## config.mk

```make
export PLATFORM = sky130hd
export DESIGN_NAME = lc3b_ctrl_pipe
export DESIGN_NICKNAME = d
export VERILOG_FILES = /design/src/rtl/lc3b_ctrl_pipe.sv
export SDC_FILE = /design/constraint.sdc
export NUM_CORES = 1
export LEC_CHECK = 0
export CAP_MARGIN = 10
export CORE_ASPECT_RATIO = 1.1
export CORE_MARGIN = 8
export CORE_UTILIZATION = 40
export CTS_CLUSTER_SIZE = 16
export DETAILED_ROUTE_END_ITERATION = 7
export PLACE_DENSITY = 0.79
export SETUP_SLACK_MARGIN = 0.1
export SLEW_MARGIN = 20
export SYNTH_ARGS = -nofsm -noshare
export SYNTH_HDL_FRONTEND = slang
export SYNTH_SLANG_ARGS = --single-unit
```

## constraint.sdc

```tcl
create_clock -name clk -period 4 [get_ports clk]
set_input_delay 0.8 -clock clk [delete_from_list [all_inputs] [get_ports clk]]
set_output_delay 0.8 -clock clk [all_outputs]
set_load 0.01 [all_outputs]
```

## src/rtl/lc3b_ctrl_pipe.sv

```systemverilog
// lc3b_ctrl_pipe
// Decodes the ID-stage LC-3b instruction into a control word. The word is
// carried through EX, a MEM_LAT-deep MEM section and WB. Each stage has its
// own valid bit. LDI/STI are optionally expanded into two EX micro-ops.
//
// Parameters:
//   MEM_LAT      number of MEM control registers between mem_ctrl and wb_ctrl (1..4)
// Configuration macro:
//   CTRL_INDIRECT_EN  when defined, LDI/STI are sequenced as two micro-ops.
//                     When undefined, they decode as unsupported opcodes,
//                     ex_ind2 is tied 0 and id_ready is tied 1.
// Ports:
//   clk, reset                    clock, synchronous active-high reset
//   instr_valid, instruction      ID-stage instruction and its valid bit
//   stall                         holds every register and the FSM
//   flush                         squashes the ID instruction and the EX stage
//   id_ready                      ID may advance this cycle
//   ex_ctrl/mem_ctrl/wb_ctrl      stage control words
//   ex_valid/mem_valid/wb_valid   stage holds a live micro-op
//   ex_ind2                       EX holds the second phase of an indirect op

package lc3b_ctrl_pkg;
  typedef enum logic [2:0] {
    alu_add  = 3'd0,
    alu_and  = 3'd1,
    alu_not  = 3'd2,
    alu_pass = 3'd3,
    alu_sll  = 3'd4,
    alu_srl  = 3'd5,
    alu_sra  = 3'd6
  } lc3b_aluop;

  typedef struct packed {
    lc3b_aluop  aluop;
    logic [2:0] alumux_sela;
    logic [2:0] alumux_selb;
    logic       sr1mux_sel;
    logic [2:0] regfilemux_sel;
    logic [2:0] wdatamux_sel;
    logic       load_regfile;
    logic       load_cc;
    logic       mem_read;
    logic       mem_write;
    logic [1:0] mem_byte_enable;
  } lc3b_control_word;
endpackage

module lc3b_ctrl_pipe
  import lc3b_ctrl_pkg::*;
#(
  parameter int MEM_LAT = 1
) (
  input  logic             clk,
  input  logic             reset,
  input  logic             instr_valid,
  input  logic [15:0]      instruction,
  input  logic             stall,
  input  logic             flush,
  output logic             id_ready,
  output lc3b_control_word ex_ctrl,
  output lc3b_control_word mem_ctrl,
  output lc3b_control_word wb_ctrl,
  output logic             ex_valid,
  output logic             mem_valid,
  output logic             wb_valid,
  output logic             ex_ind2
);

  localparam logic [3:0] OP_ADD = 4'b0001;
  localparam logic [3:0] OP_LDB = 4'b0010;
  localparam logic [3:0] OP_STB = 4'b0011;
  localparam logic [3:0] OP_AND = 4'b0101;
  localparam logic [3:0] OP_LDR = 4'b0110;
  localparam logic [3:0] OP_STR = 4'b0111;
  localparam logic [3:0] OP_NOT = 4'b1001;
  localparam logic [3:0] OP_SHF = 4'b1101;
  localparam logic [3:0] OP_LEA = 4'b1110;

  logic [3:0]       opcode;
  lc3b_control_word op_word;
  lc3b_control_word ex_next;
  logic             ex_next_valid;

  lc3b_control_word mem_q [MEM_LAT];
  logic [MEM_LAT-1:0] mem_v;

  // Register, offset and immediate fields are consumed by the datapath, not here.
  logic unused_instr_bits;
  assign unused_instr_bits = ^{instruction[11:6], instruction[3:1]};

  assign opcode = instruction[15:12];

  // Single-instruction decode. Unsupported opcodes (and LDI/STI, which the
  // sequencer overrides when enabled) give an all-zero word.
  always_comb begin
    op_word = '0;
    op_word.aluop = alu_pass;
    op_word.mem_byte_enable = 2'b11;
    case (opcode)
      OP_ADD, OP_AND: begin
        op_word.aluop = (opcode == OP_ADD) ? alu_add : alu_and;
        op_word.alumux_selb = instruction[5] ? 3'b010 : 3'b000;
        op_word.load_regfile = 1'b1;
        op_word.load_cc = 1'b1;
      end
      OP_NOT: begin
        op_word.aluop = alu_not;
        op_word.load_regfile = 1'b1;
        op_word.load_cc = 1'b1;
      end
      OP_LDR, OP_LDB: begin
        op_word.aluop = alu_add;
        op_word.alumux_selb = (opcode == OP_LDB) ? 3'b110 : 3'b001;
        op_word.mem_read = 1'b1;
        op_word.regfilemux_sel = 3'b001;
        op_word.load_regfile = 1'b1;
        op_word.load_cc = 1'b1;
        if (opcode == OP_LDB) op_word.mem_byte_enable = instruction[0] ? 2'b10 : 2'b01;
      end
      OP_STR, OP_STB: begin
        op_word.aluop = alu_add;
        op_word.alumux_selb = (opcode == OP_STB) ? 3'b110 : 3'b001;
        op_word.sr1mux_sel = 1'b1;
        op_word.mem_write = 1'b1;
        op_word.wdatamux_sel = 3'b001;
        if (opcode == OP_STB) op_word.mem_byte_enable = instruction[0] ? 2'b10 : 2'b01;
      end
      OP_LEA: begin
        op_word.aluop = alu_add;
        op_word.alumux_sela = 3'b100;
        op_word.alumux_selb = 3'b100;
        op_word.load_regfile = 1'b1;
      end
      OP_SHF: begin
        op_word.alumux_selb = 3'b101;
        op_word.load_regfile = 1'b1;
        op_word.load_cc = 1'b1;
        if (!instruction[4])      op_word.aluop = alu_sll;
        else if (!instruction[5]) op_word.aluop = alu_srl;
        else                      op_word.aluop = alu_sra;
      end
      default: op_word = '0;
    endcase
  end

`ifdef CTRL_INDIRECT_EN
  localparam logic [3:0] OP_LDI = 4'b1010;
  localparam logic [3:0] OP_STI = 4'b1011;

  typedef enum logic {IDLE, IND2} ind_state_t;

  ind_state_t       state, state_next;
  logic             ind_store, ind_store_next;
  logic             ex_next_ind2;
  lc3b_control_word phase1_word, phase2_word;

  // Phase 1 fetches the pointer; phase 2 uses the loaded MDR as the address.
  // Only load-vs-store is remembered, since that is all phase 2 depends on.
  always_comb begin
    phase1_word = '0;
    phase1_word.aluop = alu_add;
    phase1_word.alumux_selb = 3'b001;
    phase1_word.mem_read = 1'b1;
    phase1_word.mem_byte_enable = 2'b11;

    phase2_word = '0;
    phase2_word.aluop = alu_pass;
    phase2_word.alumux_sela = 3'b011;
    phase2_word.mem_byte_enable = 2'b11;
    if (ind_store) begin
      phase2_word.mem_write = 1'b1;
      phase2_word.sr1mux_sel = 1'b1;
      phase2_word.wdatamux_sel = 3'b001;
    end else begin
      phase2_word.mem_read = 1'b1;
      phase2_word.regfilemux_sel = 3'b001;
      phase2_word.load_regfile = 1'b1;
      phase2_word.load_cc = 1'b1;
    end
  end

  // Next EX contents and FSM step. Flush drops any pending phase 2; in IND2
  // the ID instruction is ignored because it is the one after the LDI/STI.
  always_comb begin
    ex_next = '0;
    ex_next_valid = 1'b0;
    ex_next_ind2 = 1'b0;
    state_next = state;
    ind_store_next = ind_store;
    if (flush) begin
      state_next = IDLE;
    end else if (state == IND2) begin
      ex_next = phase2_word;
      ex_next_valid = 1'b1;
      ex_next_ind2 = 1'b1;
      state_next = IDLE;
    end else if (instr_valid) begin
      if (opcode == OP_LDI || opcode == OP_STI) begin
        ex_next = phase1_word;
        ex_next_valid = 1'b1;
        state_next = IND2;
        ind_store_next = (opcode == OP_STI);
      end else begin
        ex_next = op_word;
        ex_next_valid = 1'b1;
      end
    end
  end

  // FSM state, the latched load/store flag and the EX phase-2 marker.
  always_ff @(posedge clk) begin
    if (reset) begin
      state <= IDLE;
      ind_store <= 1'b0;
      ex_ind2 <= 1'b0;
    end else if (!stall) begin
      state <= state_next;
      ind_store <= ind_store_next;
      ex_ind2 <= ex_next_ind2;
    end
  end

  assign id_ready = (state == IDLE);
`else
  // Without indirect sequencing, EX simply takes the decoded word.
  always_comb begin
    ex_next = '0;
    ex_next_valid = 1'b0;
    if (!flush && instr_valid) begin
      ex_next = op_word;
      ex_next_valid = 1'b1;
    end
  end

  assign ex_ind2 = 1'b0;
  assign id_ready = 1'b1;
`endif

  // Stage registers: EX, the MEM shift chain and WB all advance together
  // and hold as a unit under stall.
  always_ff @(posedge clk) begin
    if (reset) begin
      ex_ctrl <= '0;
      ex_valid <= 1'b0;
      for (int i = 0; i < MEM_LAT; i++) mem_q[i] <= '0;
      mem_v <= '0;
      wb_ctrl <= '0;
      wb_valid <= 1'b0;
    end else if (!stall) begin
      ex_ctrl <= ex_next;
      ex_valid <= ex_next_valid;
      mem_q[0] <= ex_ctrl;
      mem_v[0] <= ex_valid;
      for (int i = 1; i < MEM_LAT; i++) begin
        mem_q[i] <= mem_q[i-1];
        mem_v[i] <= mem_v[i-1];
      end
      wb_ctrl <= mem_q[MEM_LAT-1];
      wb_valid <= mem_v[MEM_LAT-1];
    end
  end

  assign mem_ctrl = mem_q[0];
  assign mem_valid = mem_v[0];

endmodule

```

# After elaboration in Yosys (flattened, before gate mapping)

Memory sizes are Yosys's and may differ from the RTL's.
Cells that the tools add are included.

Equal/unequal tests: 9
Reductions and logical operators: 9
Multiplexer cells: 28

Operator list:

| operator           | count |
|---|---|
| $mux 22            | 2 |
| $reduce_or 22->1   | 1 |
| $pmux 3 s5         | 1 |
| $mux 1             | 14 |
| $eq 4x3->1 const B | 3 |
| $eq 4x4->1 const B | 3 |
| $mux 3             | 4 |
| $mux 2             | 5 |
| $pmux 3 s3         | 1 |
| $eq 4x2->1 const B | 2 |
| $reduce_or 7->1    | 1 |
| $pmux 2 s3         | 1 |
| $reduce_or 2->1    | 3 |
| $reduce_or 6->1    | 1 |
| $reduce_or 5->1    | 1 |
| $eq 4x1->1 const B | 1 |
| $logic_and 1x1->1  | 1 |
| $logic_not 1->1    | 1 |

Memories: 1
Register bits after elaboration: 47
Output and inout port bits: 71
Memory bits (writable): 22

Memory list:

| name  | words | bits a word | rd ports | clocked after Yosys merged registers in | wr ports | line | source |
|---|---|---|---|---|---|---|---|
| mem_q | 1     | 22          | 1        | 0                                       | 1        | 84   | `lc3b_control_word mem_q [MEM_LAT];` |

# Longest topological paths before layout

Gate-level depths: netlist of run 1.

Depth in word-level cells: 5
Gate-level depth with buffers: 5
Gate-level depth less buffers: 3

# Worst setup path after synthesis of run 1

No wires, ideal clock.

Kind: input -> register
Start: in reset
End: mem mem_q[0][0] (netlist name) (enable)
Data arrival time: 1.687 ns
Buffers on the path: 2
Required time: 3.645 ns
Stages: 4
Library setup time: 0.355 ns
Setup slack: 1.958 ns
Path through: buf_2 and2b_1 buf_2 inv_1

Longest elaborated chain between the ends: 4

Ends and longest elaborated chain:

| item                         | line | source |
|---|---|---|
| start, declared              | 54   | `input logic reset,` |
| $mux 1                       | 242  | `if (reset) begin` |
| $mux 1 (implied by the code) | 252  | `mem_q[0] <= ex_ctrl;` |
| $reduce_or 22->1 (no line)   | --   |  |
| $mux 1 (no line) *           | --   |  |
| end, declared                | 84   |  |

Mark *: on every way between the ends. The rest lies on a longest branch, timed or not.

# Worst setup path in the final report of run 1

Start: in stall
End: mem mem_q[0][4] (netlist name) (enable)

Longest elaborated chain between the ends: 5

Ends and longest elaborated chain:

| item                           | line | source |
|---|---|---|
| start, declared                | 57   | `input logic stall,` |
| $mux 1 *                       | 249  | `end else if (!stall) begin` |
| $mux 1 *                       | 242  |  |
| $mux 1 (implied by the code) * | 252  |  |
| $reduce_or 22->1 (no line)     | --   |  |
| $mux 1 (no line) *             | --   |  |

Marks and branches as above.

==> impl_metrics.yaml, run 1 <==
outcome:
  status: "complete, no violations"
detailed_routing:
  ant_nets_after_route: 0
  wirelength_um: 4010
  dr.first_iter.drc_count: 78
  drt_pre_antenna_iters: 4
  remaining_drc_errors: 0
  route.detailed.wl_per_inst_um: 14.0
  route.detailed.vias_per_inst: 4.53
  vias: 1295
global_routing:
  grt_pass1_wl_um: 6240
  first_global_vias: 1241
  grt_start_max_net_pins: 15
  grt_antenna_before_repair: 0
  global_route.usage.total: 0.113
  gr-total-overflow: 0
cts:
  clock_insertion_delay_worst_skew_ns: 0.28
  number_of_sinks_on_the_clock_net: 42
  post_cts.resized_instances: 0
  clock_transition_at_the_registers_of_the_reported_paths_ns: 0.07
  post-cts-setup-buffer-count: 0
  cts_hold_buffers: 0
  root_buffer: "sky130_fd_sc_hd__clkbuf_8"
  tritoncts: "done"
  cts_max_level: 2
  clk_path_buf_depth: 2
  cts_inserted_buffers: 5
setup_path:
  crit_path_arrival_time_ns: 2.41
  worstSetupEndpointType: "register"
  cp.required_ns: 3.94
  cp_slowest_cell: "sky130_fd_sc_hd__clkdlybuf4s50_1"
  cp_slowest_stage_delay_ns: 0.73
  startpoint_of_the_worst_slack_reg_to_reg_timing_path: "ex_ctrl[19]$_SDFFE_PP0N_"
  ff2ff_path_depth: 2
  critPathLaunchType: "primary input"
  cp_cell_sequence: "clkdlybuf4s50_1, and2b_1, inv_1"
  crit_start: "stall"
  crit_fanout: 14
  crit_path_class: "in2reg"
floorplan:
  boundaryPins: 92
  initial_utilization: 0.412
  core_region_area_sq_mm: 0.00459
  design.die.area_sq_mm: 0.00718
  vertical_extent_of_the_die_um: 88.1
  die_w_um: 81.5
  std_cell_rows: 26
synth:
  synth_seq_cells: 42
  yosysTopAreaCellShare: 0.307
  sequential_area_share_after_synthesis: 0.514
  syn_area_per_cell_sq_um: 10.6
  ys_types: 31
  synthesis.yosys.warnings: 0
  synthCells: 178
  synthDominantAreaCellType: "sky130_fd_sc_hd__dfxtp_1"
  largest_cells_by_area_after_synthesis: "sky130_fd_sc_hd__dfxtp_1, sky130_fd_sc_hd__edfxtp_1, sky130_fd_sc_hd__buf_4"
  synthesis.area_sq_mm: 0.00189
sta:
  setup_repair_after_global_routing_missed_its_margin: "no"
  final_min_period_over_clock_period: 0.617
  fin_tns_setup_ns: 0
  setup_viol_count_final: 0
  finalHoldViolCount: 0
  worst_slew_margin_rel: 0.536
  worst_hold_slack_ns: 0.482
  worst_slew_pin_slew_ns: 0.693
  achievable-frequency_mhz: 405
  worst_case_clock_skew_ns: 0.00602
  min_period_ns: 2.47
  max_slew_violation_count: 0
worst_hold_path:
  hold_crit_depth: 2
  worstHoldPathType: "reg2reg"
  hp-start: "ex_ctrl[13]$_SDFFE_PP0N_"
placed_design:
  portBuffers: 62
  finalWeightedCongestion: 0.905
  post-dp-hpwl_um: 3200
cells_and_area:
  seq_area_sq_um: 971
  final.fill_count: 437
  drive_above_1_share: 0.0565
  multi_input_area_sq_um: 693
  flow.area_growth_from_synthesis_pct: 30.7
  finish.net_count: 250
  antenna-diode-count: 0
run:
  max_cap_violations: 0
power_and_ir_drop:
  power.density_mw_per_mm2: 329
  vdd.ir_drop.worst_mv: 0.120
  p_leak_nw: 0.997
==> logic make-up after synthesis <==
group	share of synthesized area
muxes	0.0795
AOI/OAI and AO/OA	0.0961
other	0.00398
DFF	0.514
buffers and inverters	0.154
and+or+nand+nor	0.152
==> routing by layer <==
layer	part of all wire	track usage	up-vias
met5	0	0	-
met4	0.012	0.0553	0
met3	0.065	0.0308	2
met2	0.53	0.199	44
met1	0.39	0.121	599
li1	-	-	650
==> Yosys cell counts <==
master / number
sky130_fd_sc_hd__buf_4: 29
sky130_fd_sc_hd__dfxtp_1: 29
sky130_fd_sc_hd__nor2_1: 19
sky130_fd_sc_hd__mux2i_1: 15
sky130_fd_sc_hd__and2_1: 13
sky130_fd_sc_hd__edfxtp_1: 13
sky130_fd_sc_hd__nand2_1: 9
sky130_fd_sc_hd__buf_2: 5
sky130_fd_sc_hd__inv_1: 5
sky130_fd_sc_hd__o21ai_0: 5
sky130_fd_sc_hd__a22o_1: 4
sky130_fd_sc_hd__a32o_1: 4
sky130_fd_sc_hd__nor2b_1: 4
sky130_fd_sc_hd__nand2b_1: 3
sky130_fd_sc_hd__a21oi_1: 2
sky130_fd_sc_hd__buf_6: 2
sky130_fd_sc_hd__clkbuf_1: 2
sky130_fd_sc_hd__conb_1: 2
sky130_fd_sc_hd__a21o_1: 1
sky130_fd_sc_hd__and2b_1: 1
sky130_fd_sc_hd__and3b_1: 1
sky130_fd_sc_hd__nand2_2: 1
sky130_fd_sc_hd__nand3_1: 1
sky130_fd_sc_hd__nor3_1: 1
sky130_fd_sc_hd__nor4b_4: 1
sky130_fd_sc_hd__o211ai_2: 1
sky130_fd_sc_hd__o21ai_1: 1
sky130_fd_sc_hd__o221a_2: 1
sky130_fd_sc_hd__o22ai_1: 1
sky130_fd_sc_hd__o31ai_2: 1
sky130_fd_sc_hd__o32ai_2: 1
==> layout by cell type (no fill, tap or decap), types with 2 or more instances in the layout <==
master / count
sky130_fd_sc_hd__nand2b_1: 3
sky130_fd_sc_hd__o21ai_0: 5
sky130_fd_sc_hd__a22o_1: 4
sky130_fd_sc_hd__and2_1: 13
sky130_fd_sc_hd__dfxtp_1: 29
sky130_fd_sc_hd__a21oi_1: 2
sky130_fd_sc_hd__conb_1: 20
sky130_fd_sc_hd__nor2b_1: 4
sky130_fd_sc_hd__mux2i_1: 15
sky130_fd_sc_hd__clkbuf_8: 5
sky130_fd_sc_hd__clkdlybuf4s50_1: 62
sky130_fd_sc_hd__edfxtp_1: 13
sky130_fd_sc_hd__nand2_1: 9
sky130_fd_sc_hd__buf_4: 2
sky130_fd_sc_hd__nor2_1: 19
sky130_fd_sc_hd__a32o_1: 4
sky130_fd_sc_hd__clkbuf_1: 3
sky130_fd_sc_hd__inv_1: 5
==> layout make-up <==
type	instances	area share
flip-flops and latches	42	0.393
inverters	5	0.00760
clock buffers	8	0.0324
well taps	56	0.0284
repair buffers	64	0.257
multi-input cells	111	0.281
==> state kept, by name, summed over array words and instances, names as in the netlist <==
name	count
ex_ctrl	13
ex_valid	1
mem_q	13
mem_valid	1
wb_ctrl	13
wb_valid	1
==> metrics by stage <==
stage | total power [mW] | instance area [sq um] | util | std cells | setup WS (ns)
finish | 0.813 | 2470 | 0.538 | 286 | 1.53
global route | 0.851 | 2470 | 0.538 | 286 | 1.37
CTS | 0.822 | 2470 | 0.538 | 286 | 1.52
detailed placement | 0.572 | 2390 | 0.521 | 278 | 1.22
global placement | 0.571 | 2390 | 0.521 | 278 | 1.22
floorplan | 0.539 | 1960 | - | 196 | 1.96
==> critical path: cells and delay by family <==
family                 cells  cell delay, ns
AND/OR/NAND/NOR            1            0.48
buffers and inverters      2            1.12
==> path summary, 6_finish.rpt <==
path / end / slack [ns]
worst max-delay path: mem_q[0][4]$_SDFFCE_PN0P_ / 1.53
worst min-delay path: ex_ctrl[13]$_SDFFE_PP0N_ / 0.48
worst max register to register: mem_q[0][19]$_SDFFCE_PN0P_ / 3.24
worst min register to register: ex_ctrl[13]$_SDFFE_PP0N_ / 0.48
==> power breakdown <==
part	total (mW)	switching, mW	internal (mW)
Combinational	0.103	0.0540	0.0493
Sequential	0.459	0.00760	0.451
Clock	0.251	0.127	0.124
(Power assumes the default switching activity.)
==> run 2: changes to the inputs <==
--- a/config.mk
+++ b/config.mk
@@ -8,10 +8,10 @@
 export CAP_MARGIN = 10
 export CORE_ASPECT_RATIO = 1.1
 export CORE_MARGIN = 8
-export CORE_UTILIZATION = 40
+export CORE_UTILIZATION = 36
 export CTS_CLUSTER_SIZE = 16
 export DETAILED_ROUTE_END_ITERATION = 7
-export PLACE_DENSITY = 0.79
+export PLACE_DENSITY = 0.75
 export SETUP_SLACK_MARGIN = 0.1
 export SLEW_MARGIN = 20
 export SYNTH_ARGS = -nofsm -noshare
==> constraint.sdc (replaced) <==
create_clock -name clk -period 2.1 [get_ports clk]
set_input_delay 0.42 -clock clk [delete_from_list [all_inputs] [get_ports clk]]
set_output_delay 0.42 -clock clk [all_outputs]
set_load 0.01 [all_outputs]
==> impl_metrics.yaml, run 2 (synthesized netlist as in run 1, its figures left out) <==
outcome:
  status: "complete, no violations"
setup_path:
  worstSetupEndpointType: "output port"
  crit_buf_inv: 1
  cp_slowest_stage_delay_ns: 0.57
  path_delay_family: "buffers and inverters"
  cp_slowest_cell: "sky130_fd_sc_hd__clkdlybuf4s50_1"
  crit_fanout: 4
  cp_cell_sequence: "clkdlybuf4s50_1"
  crit_path_arrival_time_ns: 1.26
  critPathLaunchType: "register"
  cp.required_ns: 1.68
  crit_path_class: "reg2out"
power_and_ir_drop:
  p_leak_nw: 1.07
  sum_of_internal_switching_and_leakage_power_mw: 1.81
  vdd.ir_drop.worst_mv: 0.330
  power.density_mw_per_mm2: 696
floorplan:
  core_region_area_sq_mm: 0.00503
  die_w_um: 85.1
  boundaryPins: 92
  std_cell_rows: 27
  design.die.area_sq_mm: 0.00782
  initial_utilization: 0.375
  vertical_extent_of_the_die_um: 92.0
sta:
  fin_tns_setup_ns: 0
  worst_slew_pin_slew_ns: 0.552
  max_slew_violation_count: 0
  setup_viol_count_final: 0
  min_period_ns: 1.68
  worst_case_clock_skew_ns: 0.00455
  finalHoldViolCount: 0
  achievable-frequency_mhz: 593
  worst_slew_margin_rel: 0.631
  setup_repair_after_global_routing_missed_its_margin: "no"
  final_min_period_over_clock_period: 0.802
cts:
  post-cts-setup-buffer-count: 0
  cts_hold_buffers: 0
  clock_insertion_delay_worst_skew_ns: 0.29
  root_buffer: "sky130_fd_sc_hd__clkbuf_8"
  post_cts.resized_instances: 0
  number_of_sinks_on_the_clock_net: 42
  clk_path_buf_depth: 2
  cts_max_level: 2
  tritoncts: "done"
  cts_inserted_buffers: 5
  clock_transition_at_the_registers_of_the_reported_paths_ns: 0.08
cells_and_area:
  drive_above_1_share: 0.101
  flow.area_growth_from_synthesis_pct: 37.8
  finish.net_count: 258
  most-common-layout-cells: "sky130_fd_sc_hd__clkdlybuf4s50_1, sky130_fd_sc_hd__dfxtp_1, sky130_fd_sc_hd__conb_1"
  largestRegisters: "ex_ctrl: 13 flops, mem_q: 13 flops, wb_ctrl: 13 flops"
  antenna-diode-count: 0
  final_common_cell: "sky130_fd_sc_hd__clkdlybuf4s50_1"
  post-route-util: 0.517
  final.fill_count: 473
placed_design:
  post-dp-hpwl_um: 3330
  portBuffers: 62
  finalWeightedCongestion: 0.768
detailed_routing:
  remaining_drc_errors: 0
  ant_nets_after_route: 0
  wirelength_um: 4180
  drt_pre_antenna_iters: 4
  route.detailed.vias_per_inst: 4.42
  vias: 1307
  dr.first_iter.drc_count: 59
  route.detailed.wl_per_inst_um: 14.1
run:
  max_cap_violations: 0
global_routing:
  global_route.usage.total: 0.112
  grt_pass1_wl_um: 7070
  gr-total-overflow: 0
  grt_start_max_net_pins: 14
  grt_antenna_before_repair: 0
  first_global_vias: 1416
worst_hold_path:
  worstHoldPathType: "reg2reg"
[run 2: cell types whose count changed in the layout (fill, tap and decap cells not counted)]
cell and delta:
sky130_fd_sc_hd__buf_4 +7, sky130_fd_sc_hd__clkbuf_1 -3, sky130_fd_sc_hd__buf_12 +1, sky130_fd_sc_hd__bufinv_16 +1, sky130_fd_sc_hd__clkbuf_16 +1, sky130_fd_sc_hd__clkbuf_8 +1
[run 2: path summary, 6_finish.rpt]
path              slack (ns)  cells after the start                 startpoint                    endpoint
setup reg to reg        1.33                      2   ex_ctrl[19]$_SDFFE_PP0N_  mem_q[0][19]$_SDFFCE_PN0P_
hold reg to reg         0.48                      2   ex_ctrl[13]$_SDFFE_PP0N_    ex_ctrl[13]$_SDFFE_PP0N_
setup / recovery        0.42                      1  mem_q[0][2]$_SDFFCE_PN0P_                 mem_ctrl[2]
hold / removal          0.48                      2   ex_ctrl[13]$_SDFFE_PP0N_    ex_ctrl[13]$_SDFFE_PP0N_
[run 2: through the flow]
stage / cells / setup slack [ns] / area [sq um] / hold WS, ns
2_1_floorplan: 196 / 0.438 / 1960 / 0.489
3_3_place_gp: 288 / 0.209 / 2460 / 0.475
3_5_place_dp: 288 / 0.192 / 2460 / 0.481
4_1_cts: 296 / 0.392 / 2600 / 0.492
5_1_grt: 296 / 0.358 / 2600 / 0.527
6_report: 296 / 0.415 / 2600 / 0.483
[run 2: final cells by class]
type | count | area, sq um | share of cell area
Clock buffer | 7 | 108 | 0.0414
Clock inverter | 1 | 30.0 | 0.0115
Inverter | 5 | 18.8 | 0.00722
Multi-Input combinational cell | 111 | 693 | 0.266
Sequential cell | 42 | 971 | 0.373
Tap cell | 58 | 72.6 | 0.0279
Timing Repair Buffer | 72 | 708 | 0.272
[run 2: per-layer routing]
layer,GRT usage,vias up,share of wire
li1,-,662,-
met1,0.113,602,0.39
met2,0.198,39,0.52
met3,0.0464,4,0.074
met4,0.0446,0,0.013
met5,0,-,0
[run 2: power by group]
group / leakage (nW) / switching [mW] / internal (mW)
logic: 0.619 / 0.104 / 0.104
registers: 0.380 / 0.0145 / 0.859
clock network: 0.0696 / 0.270 / 0.459
==> run 3: changes to the inputs <==
--- a/config.mk
+++ b/config.mk
@@ -8,10 +8,10 @@
 export CAP_MARGIN = 10
 export CORE_ASPECT_RATIO = 1.1
 export CORE_MARGIN = 8
-export CORE_UTILIZATION = 36
+export CORE_UTILIZATION = 40
 export CTS_CLUSTER_SIZE = 16
 export DETAILED_ROUTE_END_ITERATION = 7
-export PLACE_DENSITY = 0.75
+export PLACE_DENSITY = 0.79
 export SETUP_SLACK_MARGIN = 0.1
 export SLEW_MARGIN = 20
 export SYNTH_ARGS = -nofsm -noshare
==> constraint.sdc (replaced) <==
create_clock -name clk -period 1.8 [get_ports clk]
set_input_delay 0.36 -clock clk [delete_from_list [all_inputs] [get_ports clk]]
set_output_delay 0.36 -clock clk [all_outputs]
set_load 0.01 [all_outputs]
==> impl_metrics.yaml, run 3 (synthesized netlist as in run 1, its figures left out) <==
setup_path:
  cp_cell_sequence: "clkdlybuf4s50_1"
  cp_slowest_stage_delay_ns: 0.56
  cp.required_ns: 1.44
  crit_path_class: "reg2out"
  cp_slowest_cell: "sky130_fd_sc_hd__clkdlybuf4s50_1"
  worstSetupEndpointType: "output port"
  critPathLaunchType: "register"
  path_delay_family: "buffers and inverters"
  crit_fanout: 4
  crit_path_arrival_time_ns: 1.27
  crit_buf_inv: 1
power_and_ir_drop:
  share_clk_of_total_power: 0.363
  comb_power_share: 0.124
  power.density_mw_per_mm2: 769
  netSwitchingPower_uw: 451
  p_seq_frac: 0.514
  netSwitchingFraction: 0.228
  vdd.ir_drop.worst_mv: 0.451
  sum_of_internal_switching_and_leakage_power_mw: 1.98
  p_int_mw: 1.53
  p_leak_nw: 1.06
cts:
  post-cts-setup-buffer-count: 0
  tritoncts: "done"
  number_of_sinks_on_the_clock_net: 42
  clk_path_buf_depth: 2
  cts_max_level: 2
  cts_hold_buffers: 0
  root_buffer: "sky130_fd_sc_hd__clkbuf_8"
  post_cts.resized_instances: 0
  clock_insertion_delay_worst_skew_ns: 0.30
  cts_inserted_buffers: 5
  clock_transition_at_the_registers_of_the_reported_paths_ns: 0.08
detailed_routing:
  vias: 1318
  dr.first_iter.drc_count: 66
  wirelength_um: 4140
  route.detailed.wl_per_inst_um: 14.0
  ant_nets_after_route: 0
  drt_pre_antenna_iters: 5
  route.detailed.vias_per_inst: 4.47
  remaining_drc_errors: 0
cells_and_area:
  final.fill_count: 420
  flow.area_growth_from_synthesis_pct: 36.5
  final_design_area_no_fill_sq_mm: 0.00258
  most-common-layout-cells: "sky130_fd_sc_hd__clkdlybuf4s50_1, sky130_fd_sc_hd__dfxtp_1, sky130_fd_sc_hd__conb_1"
  antenna-diode-count: 0
  finish.net_count: 259
  post-route-util: 0.562
  largestRegisters: "ex_ctrl: 13 flops, mem_q: 13 flops, wb_ctrl: 13 flops"
  layoutNonFillerInstCount: 295
  drive_above_1_share: 0.105
  final_common_cell: "sky130_fd_sc_hd__clkdlybuf4s50_1"
sta:
  worst_slew_margin_rel: 0.569
  fin_tns_setup_ns: 0
  finalHoldViolCount: 0
  post-route-worst-setup-slack_ns: 0.174
  worst_case_clock_skew_ns: 0.00495
  final_min_period_over_clock_period: 0.904
  worst_hold_slack_ns: 0.485
  achievable-frequency_mhz: 615
  setup_viol_count_final: 0
  min_period_ns: 1.63
  worst_slew_pin_slew_ns: 0.644
  max_slew_violation_count: 0
  setup_repair_after_global_routing_missed_its_margin: "no"
global_routing:
  grt_antenna_before_repair: 0
  first_global_vias: 1283
  grt_start_max_net_pins: 16
  gr-total-overflow: 0
  grt_pass1_wl_um: 6500
  global_route.usage.total: 0.119
run:
  max_cap_violations: 0
placed_design:
  finalWeightedCongestion: 0.874
  preCtsSetupSlack_ns: -0.0365
  portBuffers: 62
  post-dp-hpwl_um: 3360
  post_dp_cell_area_sq_mm: 0.00247
  numPlacedInstances: 287
outcome:
  status: "complete, no violations"
floorplan:
  design.die.area_sq_mm: 0.00718
  boundaryPins: 92
  core_region_area_sq_mm: 0.00459
  die_w_um: 81.5
  initial_utilization: 0.412
  vertical_extent_of_the_die_um: 88.1
  std_cell_rows: 26
worst_hold_path:
  worstHoldPathType: "reg2reg"
-- run 3: cell count changes in the layout (fill, tap and decap cells not counted), sizes merged --
cell / previous run / this run
clkbuf: 7 / 5
buf: 10 / 11
clkinv: 0 / 2
-- run 3: metal layers --
metal,vias up,part of all wire,track usage
li1,667,-,-
met1,605,0.37,0.124
met2,40,0.54,0.210
met3,6,0.071,0.0380
met4,0,0.022,0.0585
met5,-,0,0
-- run 3: cell type report --
cell class              instances  area, sq um  share of cell area
clock inverters                 3         40.0              0.0155
multi-input cells             111          693               0.269
repair buffers                 73          716               0.278
clock buffers                   5         68.8              0.0267
well taps                      56         70.1              0.0272
inverters                       5         18.8             0.00728
flip-flops and latches         42          971               0.377
-- run 3: path summary, 6_finish.rpt --
check / startpoint / to / slack (ns) / cells past startpoint
min: ex_ctrl[9]$_SDFFE_PP0N_ / ex_ctrl[9]$_SDFFE_PP0N_ / 0.49 / 2
max reg2reg: ex_ctrl[19]$_SDFFE_PP0N_ / mem_q[0][19]$_SDFFCE_PN0P_ / 1.05 / 2
min reg2reg: ex_ctrl[9]$_SDFFE_PP0N_ / ex_ctrl[9]$_SDFFE_PP0N_ / 0.49 / 2
max: mem_q[0][2]$_SDFFCE_PN0P_ / mem_ctrl[12] / 0.17 / 1
-- run 3: power by group through the flow --
stage | logic (mW) | registers (mW) | clock network [mW]
3_5_place_dp | 0.245 | 1.04 | 0
6_report | 0.246 | 1.02 | 0.719
4_1_cts | 0.246 | 1.02 | 0.734
5_1_grt | 0.267 | 1.02 | 0.765
2_1_floorplan | 0.145 | 1.05 | 0
3_3_place_gp | 0.242 | 1.04 | 0
-- run 3: worst reg2reg max path: cells and delay by family (launching register included) --
family / cells / cell delay, ns
flip-flops: 1 / 0.35
AND/OR/NAND/NOR: 1 / 0.16
buffers and inverters: 1 / 0.08
